===== src/rtl/lsu.sv =====
// rtl/lsu.sv - load/store unit with sub-word extraction and read-modify-write stores
module lsu (
  input  logic        Clk,
  input  logic        Rst,
  input  logic        Req,
  input  logic [2:0]  Op,
  input  logic [31:0] Addr,
  input  logic [31:0] StData,
  output logic        Busy,
  output logic        Done,
  output logic [31:0] LdData,
  output logic        AdErr,
  output logic [29:0] DmAd,
  output logic [31:0] DmWrData,
  output logic        DMWr,
  input  logic [31:0] DmRd
);

  localparam logic [2:0] OP_LW  = 3'b000;
  localparam logic [2:0] OP_LH  = 3'b001;
  localparam logic [2:0] OP_LHU = 3'b010;
  localparam logic [2:0] OP_LB  = 3'b011;
  localparam logic [2:0] OP_LBU = 3'b100;
  localparam logic [2:0] OP_SW  = 3'b101;
  localparam logic [2:0] OP_SH  = 3'b110;
  localparam logic [2:0] OP_SB  = 3'b111;

  typedef enum logic [2:0] {
    IDLE = 3'd0,
    RD   = 3'd1,
    CAP  = 3'd2,
    WR   = 3'd3,
    DONE = 3'd4
  } state_t;

  state_t      state_q, state_d;
  logic [2:0]  op_q;
  logic [1:0]  lane_q;
  logic [15:0] st_q;
  logic        err_q;
  logic [29:0] dmad_q;
  logic [31:0] wrdata_q;
  logic [31:0] lddata_q;

  logic        misalign;
  logic        accept;
  logic        sub_store;
  logic [7:0]  byte_v;
  logic [15:0] half_v;
  logic [31:0] ld_ext;
  logic [31:0] merged;

  assign accept    = (state_q == IDLE) && Req;
  assign sub_store = (op_q == OP_SH) || (op_q == OP_SB);

  // Alignment check on the incoming request: words need Addr[1:0]=0, halves need Addr[0]=0
  always_comb begin
    misalign = 1'b0;
    case (Op)
      OP_LW, OP_SW:         misalign = (Addr[1:0] != 2'b00);
      OP_LH, OP_LHU, OP_SH: misalign = Addr[0];
      default:              misalign = 1'b0;
    endcase
  end

  // Next-state logic; misaligned requests skip the memory entirely
  always_comb begin
    state_d = state_q;
    case (state_q)
      IDLE: begin
        if (Req) begin
          if (misalign)          state_d = DONE;
          else if (Op == OP_SW)  state_d = WR;
          else                   state_d = RD;
        end
      end
      RD:      state_d = CAP;
      CAP:     state_d = sub_store ? WR : DONE;
      WR:      state_d = DONE;
      DONE:    state_d = IDLE;
      default: state_d = IDLE;
    endcase
  end

  // Lane extraction of the read word with sign or zero extension
  always_comb begin
    byte_v = DmRd[{lane_q, 3'b000} +: 8];
    half_v = lane_q[1] ? DmRd[31:16] : DmRd[15:0];
    case (op_q)
      OP_LH:   ld_ext = {{16{half_v[15]}}, half_v};
      OP_LHU:  ld_ext = {16'h0000, half_v};
      OP_LB:   ld_ext = {{24{byte_v[7]}}, byte_v};
      OP_LBU:  ld_ext = {24'h000000, byte_v};
      default: ld_ext = DmRd;
    endcase
  end

  // Merge store lane(s) into the read word, keeping every other bit
  always_comb begin
    merged = DmRd;
    if (op_q == OP_SB) begin
      merged[{lane_q, 3'b000} +: 8] = st_q[7:0];
    end else if (op_q == OP_SH) begin
      if (lane_q[1]) merged[31:16] = st_q;
      else           merged[15:0]  = st_q;
    end
  end

  // State register
  always_ff @(posedge Clk) begin
    if (Rst) state_q <= IDLE;
    else     state_q <= state_d;
  end

  // Request latch, write-word build and load-result capture
  always_ff @(posedge Clk) begin
    if (Rst) begin
      op_q     <= OP_LW;
      lane_q   <= 2'b00;
      st_q     <= 16'h0000;
      err_q    <= 1'b0;
      dmad_q   <= 30'h0;
      wrdata_q <= 32'h0;
      lddata_q <= 32'h0;
    end else begin
      if (accept) begin
        op_q   <= Op;
        lane_q <= Addr[1:0];
        st_q   <= StData[15:0];
        err_q  <= misalign;
        dmad_q <= Addr[31:2];
        if (Op == OP_SW) wrdata_q <= StData;
      end
      if (state_q == CAP) begin
        if (sub_store) wrdata_q <= merged;
        else           lddata_q <= ld_ext;
      end
    end
  end

  assign Busy     = (state_q != IDLE);
  assign Done     = (state_q == DONE);
  assign AdErr    = (state_q == DONE) && err_q;
  assign DMWr     = (state_q == WR) && !Rst;
  assign DmAd     = dmad_q;
  assign DmWrData = wrdata_q;
  assign LdData   = lddata_q;

endmodule


===== config.mk =====
export PLATFORM = sky130hd
export DESIGN_NAME = lsu
export DESIGN_NICKNAME = d
export VERILOG_FILES = /design/src/rtl/lsu.sv
export SDC_FILE = /design/constraint.sdc
export NUM_CORES = 1
export LEC_CHECK = 0
export CORE_MARGIN = 1.5
export CORE_UTILIZATION = 60
export CTS_CLUSTER_DIAMETER = 100
export DETAILED_ROUTE_END_ITERATION = 10
export DONT_BUFFER_PORTS = 1
export MAX_ROUTING_LAYER = met4
export PLACE_DENSITY = 0.76
export SETUP_SLACK_MARGIN = 0.2
export SLEW_MARGIN = 20
export SYNTH_ARGS = -nofsm -noshare
export SYNTH_HDL_FRONTEND = slang
export SYNTH_SLANG_ARGS = --single-unit

===== constraint.sdc =====
create_clock -name Clk -period 5.85 [get_ports Clk]
set_input_delay 0.8775 -clock Clk [delete_from_list [all_inputs] [get_ports Clk]]
set_output_delay 0.8775 -clock Clk [all_outputs]
set_load 0.05 [all_outputs]

# Word-level counts from Yosys, hierarchy flattened
# Cells that the tools add are included.
[classes] n_addsub=1 eq_ne=15 shift=3 mux=17 bitwise_logic=1 n_reduce_logical=12
[op_table] operator="32-bit two-way mux" n=6
[op_table] operator="32-bit case mux with 4 select lines" n=1
[op_table] operator="16-bit two-way mux" n=3
[op_table] operator="32-bit bitwise mux" n=1
[op_table] operator="8-bit by 7-bit variable shift with 32-bit output (first input constant)" n=1
[op_table] operator="32-bit by 6-bit indexed part select with 8-bit output" n=1
[op_table] operator="8-bit by 7-bit indexed part select with 32-bit output" n=1
[op_table] operator="3-bit == test (second input constant)" n=6
[op_table] operator="3-bit by 2-bit == test with 1-bit output (second input constant)" n=5
[op_table] operator="3-bit case mux with 4 select lines" n=1
[op_table] operator="3-bit by 1-bit == test with 1-bit output (second input constant)" n=3
[op_table] operator="3-bit two-way mux" n=3
[op_table] operator="5-bit negator with 7-bit output" n=1
[op_table] operator="3-bit logical NOT" n=2
[op_table] operator="1-bit logical AND" n=3
[op_table] operator="3-bit nonzero test" n=1
[op_table] operator="3-bit OR reduction" n=1
[op_table] operator="2-bit two-way mux" n=1
[op_table] operator="2-bit inequality test (second input constant)" n=1
[op_table] operator="1-bit case mux with 2 select lines" n=1
[op_table] operator="2-bit AND reduction" n=1
[op_table] operator="2-bit nonzero test" n=1
[op_table] operator="2-bit OR reduction" n=1
[op_table] operator="1-bit logical NOT" n=1
[op_table] operator="2 further kinds" n=2
[word_totals] ff_bits=119 in_bits=102 output_inout_bits=98 word_cells=57

# Longest topological paths before layout
[logic_depth] word_depth=6 ltp_mapped=9 depth_no_buf=6

# Worst setup path before layout
# No wires, ideal clock.
[synth_path] path_kind="input-to-output" startpoint="input port Rst" endpoint="output port DMWr" arrival_ps=1464 required_ps=4973 path_slack_ps=3508 cell_stages=2 path_buffers=0 path_cell_list="nor2_1 > and3_1"
[synth_via] elab_chain_cells=2
[synth_lines] element="start, declared" line="4" rtl="input logic Rst,"
[synth_lines] element="1-bit logical NOT" line="144" rtl="assign DMWr = (state_q == WR) && !Rst;"
[synth_lines] element="1-bit logical AND" line="144"
[synth_lines] element="end, declared" line="15" rtl="output logic DMWr,"
# No other way between the ends.

# Worst setup path in the final report
[layout_path] startpoint="register op_q[2]" endpoint="register wrdata_q[26], in the netlist DmWrData[26]"
[layout_via] elab_chain_cells=5 elab_cells_between_ends=7 cone_classes="eq/ne (2); mux (4); reduce/logical (1)"
[layout_lines] element="start, declared" line="37" rtl="logic [2:0] op_q;"
[layout_lines] element="start signal, assigned" line="127" rtl="op_q <= Op;"
[layout_lines] element="3-bit == test" line="54, 103"
[layout_lines] element="32-bit two-way mux" line="103" rtl="end else if (op_q == OP_SH) begin"
[layout_lines] element="32-bit two-way mux" line="101" rtl="if (op_q == OP_SB) begin"
[layout_lines] element="32-bit two-way mux (*)" line="135" rtl="if (sub_store) wrdata_q <= merged;"
[layout_lines] element="32-bit two-way mux (*)" line="134" rtl="if (state_q == CAP) begin"
[layout_lines] element="end signal, assigned" line="132" rtl="if (Op == OP_SW) wrdata_q <= StData;"
[layout_lines] element="end signal, assigned" line="135"
[layout_lines] element="end, declared" line="42" rtl="logic [31:0] wrdata_q;"
# Mark *: on every way between the ends. The rest lies on a longest branch, timed or not.
# A chain may end at the register's enable or synchronous reset.

==> flow_summary.yaml <==
timing:
  period_share: 0.510
  fin_worst_skew_ns: 0.00565
  setup_viol: 0
  rsz0062_at_grt: "no"
  drv_slew: 0
  slew_headroom: 0.285
  maxClockFrequency_ghz: 0.335
  minimum_period_implied_by_the_final_worst_setup_slack_ns: 2.98
  setup-tns-final_ns: 0
  hold_ws_ns: 0.411
  worstMarginPinSlew_ns: 1.07
  hold_viol_final: 0
worst_setup_path:
  cp_data_required_time_ns: 6.22
  critical_path_class: "reg2reg"
  worst_setup_path_end_kind: "register"
  crit_path_start_kind: "register"
  path_max_fanout: 33
  worst_path_arrival_time_ns: 3.35
power:
  share_of_total_power_in_the_clock_network: 0.432
  power.share.switching: 0.326
  switchingPower_mw: 0.777
  seqPwrFrac: 0.439
  cellLeakagePower_nw: 2.37
  cell_internal_pwr_mw: 1.61
  power_per_cell_area_nw_per_um2: 360
  comb_power_share: 0.129
  ir_worst_vdd_mv: 0.208
clock_tree:
  cts_inserted_buffers: 17
  h-tree-depth: 4
  cts_setup_buffers: 0
  cts_hold_buffers: 0
  tritoncts: "built"
  clock_insertion_delay_worst_skew_ns: 0.53
  clock_sink_count: 119
  clock_path_buffers: 2
  post_cts_resize_count: 0
  clk_pin_slew_ns: 0.06
  cts_root_buf: "sky130_fd_sc_hd__clkbuf_8"
logic_synthesis:
  synth_common_cells: "sky130_fd_sc_hd__nand2_1 (162), sky130_fd_sc_hd__dfxtp_1 (119), sky130_fd_sc_hd__a21oi_1 (93), sky130_fd_sc_hd__o21ai_0 (50), sky130_fd_sc_hd__clkbuf_1 (42)"
  synth_edf_count: 0
  ys_warn_count: 0
  synth_top_cell_area_share: 0.392
  seq_area_frac_synth: 0.392
  synth_largest_area_cell: "sky130_fd_sc_hd__dfxtp_1"
  average_size_of_a_mapped_cell_sq_um: 7.89
  library_cell_with_the_highest_instance_count_after_synthesis: "sky130_fd_sc_hd__nand2_1"
  synth.ff_latch_count: 119
  async_reset_ff_frac: 0
  yosys_most_used_dff: "sky130_fd_sc_hd__dfxtp_1"
  post_synth_inst_count: 771
  synth_top_cells_by_area: "sky130_fd_sc_hd__dfxtp_1 (39%), sky130_fd_sc_hd__nand2_1 (10%), sky130_fd_sc_hd__a21oi_1 (7.7%)"
  yosys.cell_types.count: 50
  netlist_area_sq_um: 6080
  synthesis.nets: 878
global_routing:
  grt_use_met1: 0.439
  grt_max_degree: 68
  wire_length_of_the_first_global_routing_pass_mm: 29.0
  grt_antenna_before_repair: 0
  grt.met3_usage: 0.101
  met2_capacity_usage_during_global_routing: 0.524
  gr-usage-all-layers: 0.349
  first_global_vias: 5503
  global_route_overflow: 0
  gr-max-usage-layer: "met2"
drt:
  finalWirelength_mm: 18.8
  route.vias.total: 5940
  remaining_drc_errors: 0
  antenna_left: 0
  drt_pre_antenna_iters: 5
  per_cell_via_count_in_the_routed_design: 6.77
  detailedRoute.firstIterationViolations: 616
  avgRoutedWirePerCell_um: 21.5
cells_and_area:
  fillerInstances: 848
  drive_above_1_share: 0.0793
  final_cells: 877
  layout.nets: 838
  area_growth_syn_to_layout_pct: 8.75
  antenna_cells: 0
die:
  core_area_sq_um: 9820
  die_area_sq_um: 10700
  rows: 36
  vertical_die_dimension_um: 104
  initial_utilization: 0.619
  die_w_um: 104
  io_pins: 200
flow_run:
  cap_viol_max_count: 0
hold_path:
  min-delay-path-class: "in2reg"
place:
  io_buffer_count: 0
  place.detailed.hpwl_mm: 12.8
  routabilityCongestion: 0.960
  dp.cells: 844
status:
  status: "finished, final reports clean"
[layout by cell type, fill, tap and decap left out, types with 3 or more instances in the layout]
| master | count |
|---|---|
| sky130_fd_sc_hd__nand2b_1 | 4 |
| sky130_fd_sc_hd__mux2_2 | 8 |
| sky130_fd_sc_hd__and2_1 | 6 |
| sky130_fd_sc_hd__inv_1 | 29 |
| sky130_fd_sc_hd__a21oi_1 | 93 |
| sky130_fd_sc_hd__inv_6 | 3 |
| sky130_fd_sc_hd__nor2_1 | 35 |
| sky130_fd_sc_hd__a22o_1 | 14 |
| sky130_fd_sc_hd__a21o_1 | 4 |
| sky130_fd_sc_hd__a221oi_1 | 19 |
| sky130_fd_sc_hd__a22oi_1 | 7 |
| sky130_fd_sc_hd__o21a_1 | 8 |
| sky130_fd_sc_hd__o32ai_1 | 6 |
| sky130_fd_sc_hd__nand2_1 | 162 |
| sky130_fd_sc_hd__nor3b_1 | 3 |
| sky130_fd_sc_hd__ha_1 | 5 |
| sky130_fd_sc_hd__o221ai_1 | 6 |
| sky130_fd_sc_hd__a211oi_1 | 10 |
| sky130_fd_sc_hd__clkbuf_16 | 16 |
| sky130_fd_sc_hd__dfxtp_1 | 117 |
| sky130_fd_sc_hd__a311oi_1 | 15 |
| sky130_fd_sc_hd__o22ai_1 | 16 |
| sky130_fd_sc_hd__mux2i_1 | 22 |
| sky130_fd_sc_hd__clkbuf_8 | 3 |
| sky130_fd_sc_hd__nor2b_1 | 7 |
| sky130_fd_sc_hd__a31oi_1 | 14 |
| sky130_fd_sc_hd__o311ai_0 | 9 |
| sky130_fd_sc_hd__o21ai_0 | 50 |
| sky130_fd_sc_hd__buf_4 | 5 |
| sky130_fd_sc_hd__a32oi_1 | 8 |
| sky130_fd_sc_hd__clkinvlp_4 | 5 |
[worst max-delay path, cell delays in order (launching register included)]
cell and delay (ns):
sky130_fd_sc_hd__dfxtp_1 0.87, sky130_fd_sc_hd__and2_0 0.22, sky130_fd_sc_hd__buf_4 0.33, sky130_fd_sc_hd__nand2_1 0.44, sky130_fd_sc_hd__nand2_1 0.77, sky130_fd_sc_hd__o22ai_1 0.17
[stage by stage]
stage | setup slack [ns] | instance area, sq um | total power [mW] | util
2_1_floorplan | 3.51 | 6080 | 1.29 | -
3_3_place_gp | 2.70 | 5980 | 1.34 | 0.609
3_5_place_dp | 2.60 | 5980 | 1.35 | 0.609
4_1_cts | 2.97 | 6570 | 2.37 | 0.669
5_1_grt | 2.73 | 6610 | 2.46 | 0.673
6_report | 2.87 | 6610 | 2.38 | 0.673
[registers in the layout (all words and copies together) (netlist names)]
name / cells
DmAd: 30
DmWrData: 32
LdData: 32
err_q: 1
lane_q: 2
op_q: 3
st_q: 16
state_q: 3
[power by group through the flow]
stage	clock (mW)	sequential, mW	combinational, mW
detailed placement	0	1.06	0.289
CTS	1.03	1.04	0.292
global route	1.07	1.05	0.337
floorplan	0	1.03	0.263
global placement	0	1.06	0.279
finish	1.03	1.05	0.307
[layout make-up]
class,instances,area (sq um),area share
Timing Repair Buffer,6,65.1,0.00984
Inverter,29,109,0.0165
Multi-Input combinational cell,558,3300,0.499
Tap cell,133,166,0.0252
Clock inverter,13,146,0.0221
Clock buffer,19,442,0.0668
Sequential cell,119,2380,0.361
[logic make-up after synthesis]
group / share of synthesized area
muxes: 0.0547
adders and majority gates: 0.0103
buffers and inverters: 0.0696
AOI/OAI and AO/OA: 0.304
DFF: 0.392
and+or+nand+nor: 0.166
xor gates and xnor gates: 0.00288
[routing by layer]
| metal | wire (um) | part of all wire |
|---|---|---|
| met1 | 7520 | 0.40 |
| met2 | 8580 | 0.46 |
| met3 | 2210 | 0.12 |
| met4 | 519 | 0.028 |
| met5 | 0 | 0 |
[worst paths after layout]
path | from | end | slack, ns | depth (start not counted)
worst max register to register | op_q[2] | DmWrData[26] | 2.87 | 5
worst min register to register | err_q | err_q | 0.44 | 2
worst min-delay path | Rst | DmAd[27] | 0.41 | 1
worst max-delay path | op_q[2] | DmWrData[26] | 2.87 | 5
Power figures use the tool's default switching activity.
==> RTL change (config.mk and constraints unchanged) <==
The 5 states of `state_t` get a one-hot encoding in 5 bits.
--- a/src/rtl/lsu.sv
+++ b/src/rtl/lsu.sv
@@ -26,10 +26,10 @@
   localparam logic [2:0] OP_SB  = 3'b111;
 
-  typedef enum logic [2:0] {
-    IDLE = 3'd0,
-    RD   = 3'd1,
-    CAP  = 3'd2,
-    WR   = 3'd3,
-    DONE = 3'd4
+  typedef enum logic [4:0] {
+    IDLE = 5'b00001,
+    RD   = 5'b00010,
+    CAP  = 5'b00100,
+    WR   = 5'b01000,
+    DONE = 5'b10000
   } state_t;
 
Check against the original RTL: same outputs for any inputs over 4 cycles, from zero or initial values and one cycle with Rst high; so few cycles prove little.
==> RTL change against the original RTL <==
  * Synthesized area increased by 5.9%
  * Total power increased by 3.6%
  * Maximum frequency is 4.5% lower
  * Wire length rose by 11%
  * Count of clock-buffer cells in the layout fell by 1
  * Sequential cell count increased by 2
  * Setup slack got worse by 0.14 ns
  * Sequential share of layout area down 1.3 points
  * Largest cell class unchanged
  * Cell area up 5.4%
==> RTL change: results (changes against the original RTL) <==
[run_status]
status = finished clean  ; unchanged

[drt]
via_count = 5985  ; was 5,940
drtIter0Drc = 650  ; was 616
first_pass_iters = 6  ; was 5

[grt]
track_usage_pct = 37.59  ; was 34.89%
grt_pass1_wl_um = 32070  ; was 28,970 um
grt_max_degree = 121  ; was 68

[yosys]
synth-seq-area-share_pct = 37.64  ; was 39.19%
yosysTopAreaCellShare_pct = 37.64  ; was 39.19%
syn_area_um2 = 6436  ; was 6080 um2
ys_top_cells_by_count = 135 x nand2_1, 121 x dfxtp_1, 76 x a21oi_1  ; was 162 x nand2_1, 119 x dfxtp_1, 93 x a21oi_1
synth.top_cells.by_area = dfxtp_1 38%, nand2_1 7.9%, a211oi_1 6.9%  ; was dfxtp_1 39%, nand2_1 10%, a21oi_1 7.7%
synth.distinct_cells = 56  ; was 50
syn_avg_cell_area_um2 = 8.075  ; was 7.885 um2

[critical_path]
crit_family = flip-flops  ; was simple AND/OR/NAND/NOR gates
crit_path_top_delay_cell = dfxtp_2  ; was dfxtp_1
arrival_ns = 3.56  ; was 3.35 ns
path_max_fanout = 49  ; was 33

[placement]
pre_cts_ws_ns = 2.854  ; was 2.601 ns
place_congestion = 0.9394  ; was 0.9595
placed_cells_incl_taps = 864  ; was 844

[cells_and_area]
signal_buffers = 7  ; was 6
num-nonclk-inverters = 40  ; was 29
fillers = 868  ; was 848
multi_input_gates = 561  ; was 558
finalNonFillerCells = 897  ; was 877
seq_cells = 121  ; was 119
seqCellArea_um2 = 2424  ; was 2385 um2
multi_input_area_share_pct = 51.22  ; was 49.89%
drive_gt1_share_pct = 7.753  ; was 7.930%
clockBufferCount = 18  ; was 19
finalNetCount = 855  ; was 838
clkCellAreaFrac_pct = 8.474  ; was 8.895%

[timing]
worst_slew_pin_slew_ns = 1.099  ; was 1.073 ns

[power_and_ir_drop]
combPwrFrac_pct = 15.4  ; was 12.9%
leakage_nw = 2.409  ; was 2.369 nW

RTL change: cells by family (layout without fill, tap and decap cells):
group | after synthesis | count (layout) | share of synthesized area [%]
adders and majority gates | 5 | 5 | 0.9720
muxes | 39 | 39 | 6.376
and+or+nand+nor | 252 | 252 | 19.83
DFF | 121 | 121 | 37.64
xor gates and xnor gates | 3 | 3 | 0.4083
buffers and inverters | 115 | 79 | 7.484
AOI/OAI and AO/OA | 262 | 262 | 27.29
RTL change: path summary, 6_finish.rpt:
check                 start           to  slack, ns  depth (start not counted)
setup / recovery  lane_q[1]  DmWrData[2]       2.73                          6
hold / removal          Rst      DmAd[4]       0.42                          1
setup reg to reg  lane_q[1]  DmWrData[2]       2.73                          6
hold reg to reg       err_q        err_q       0.46                          2
RTL change: routing by layer:
layer  GRT usage (%)  part of all wire [%]  vias to the layer above
li1                -                     -                     2771
met1           46.77                    39                     2798
met2           58.24                    47                      370
met3           11.37                    11                       46
met4           12.95                   3.0                        0
met5               -                     0                        -
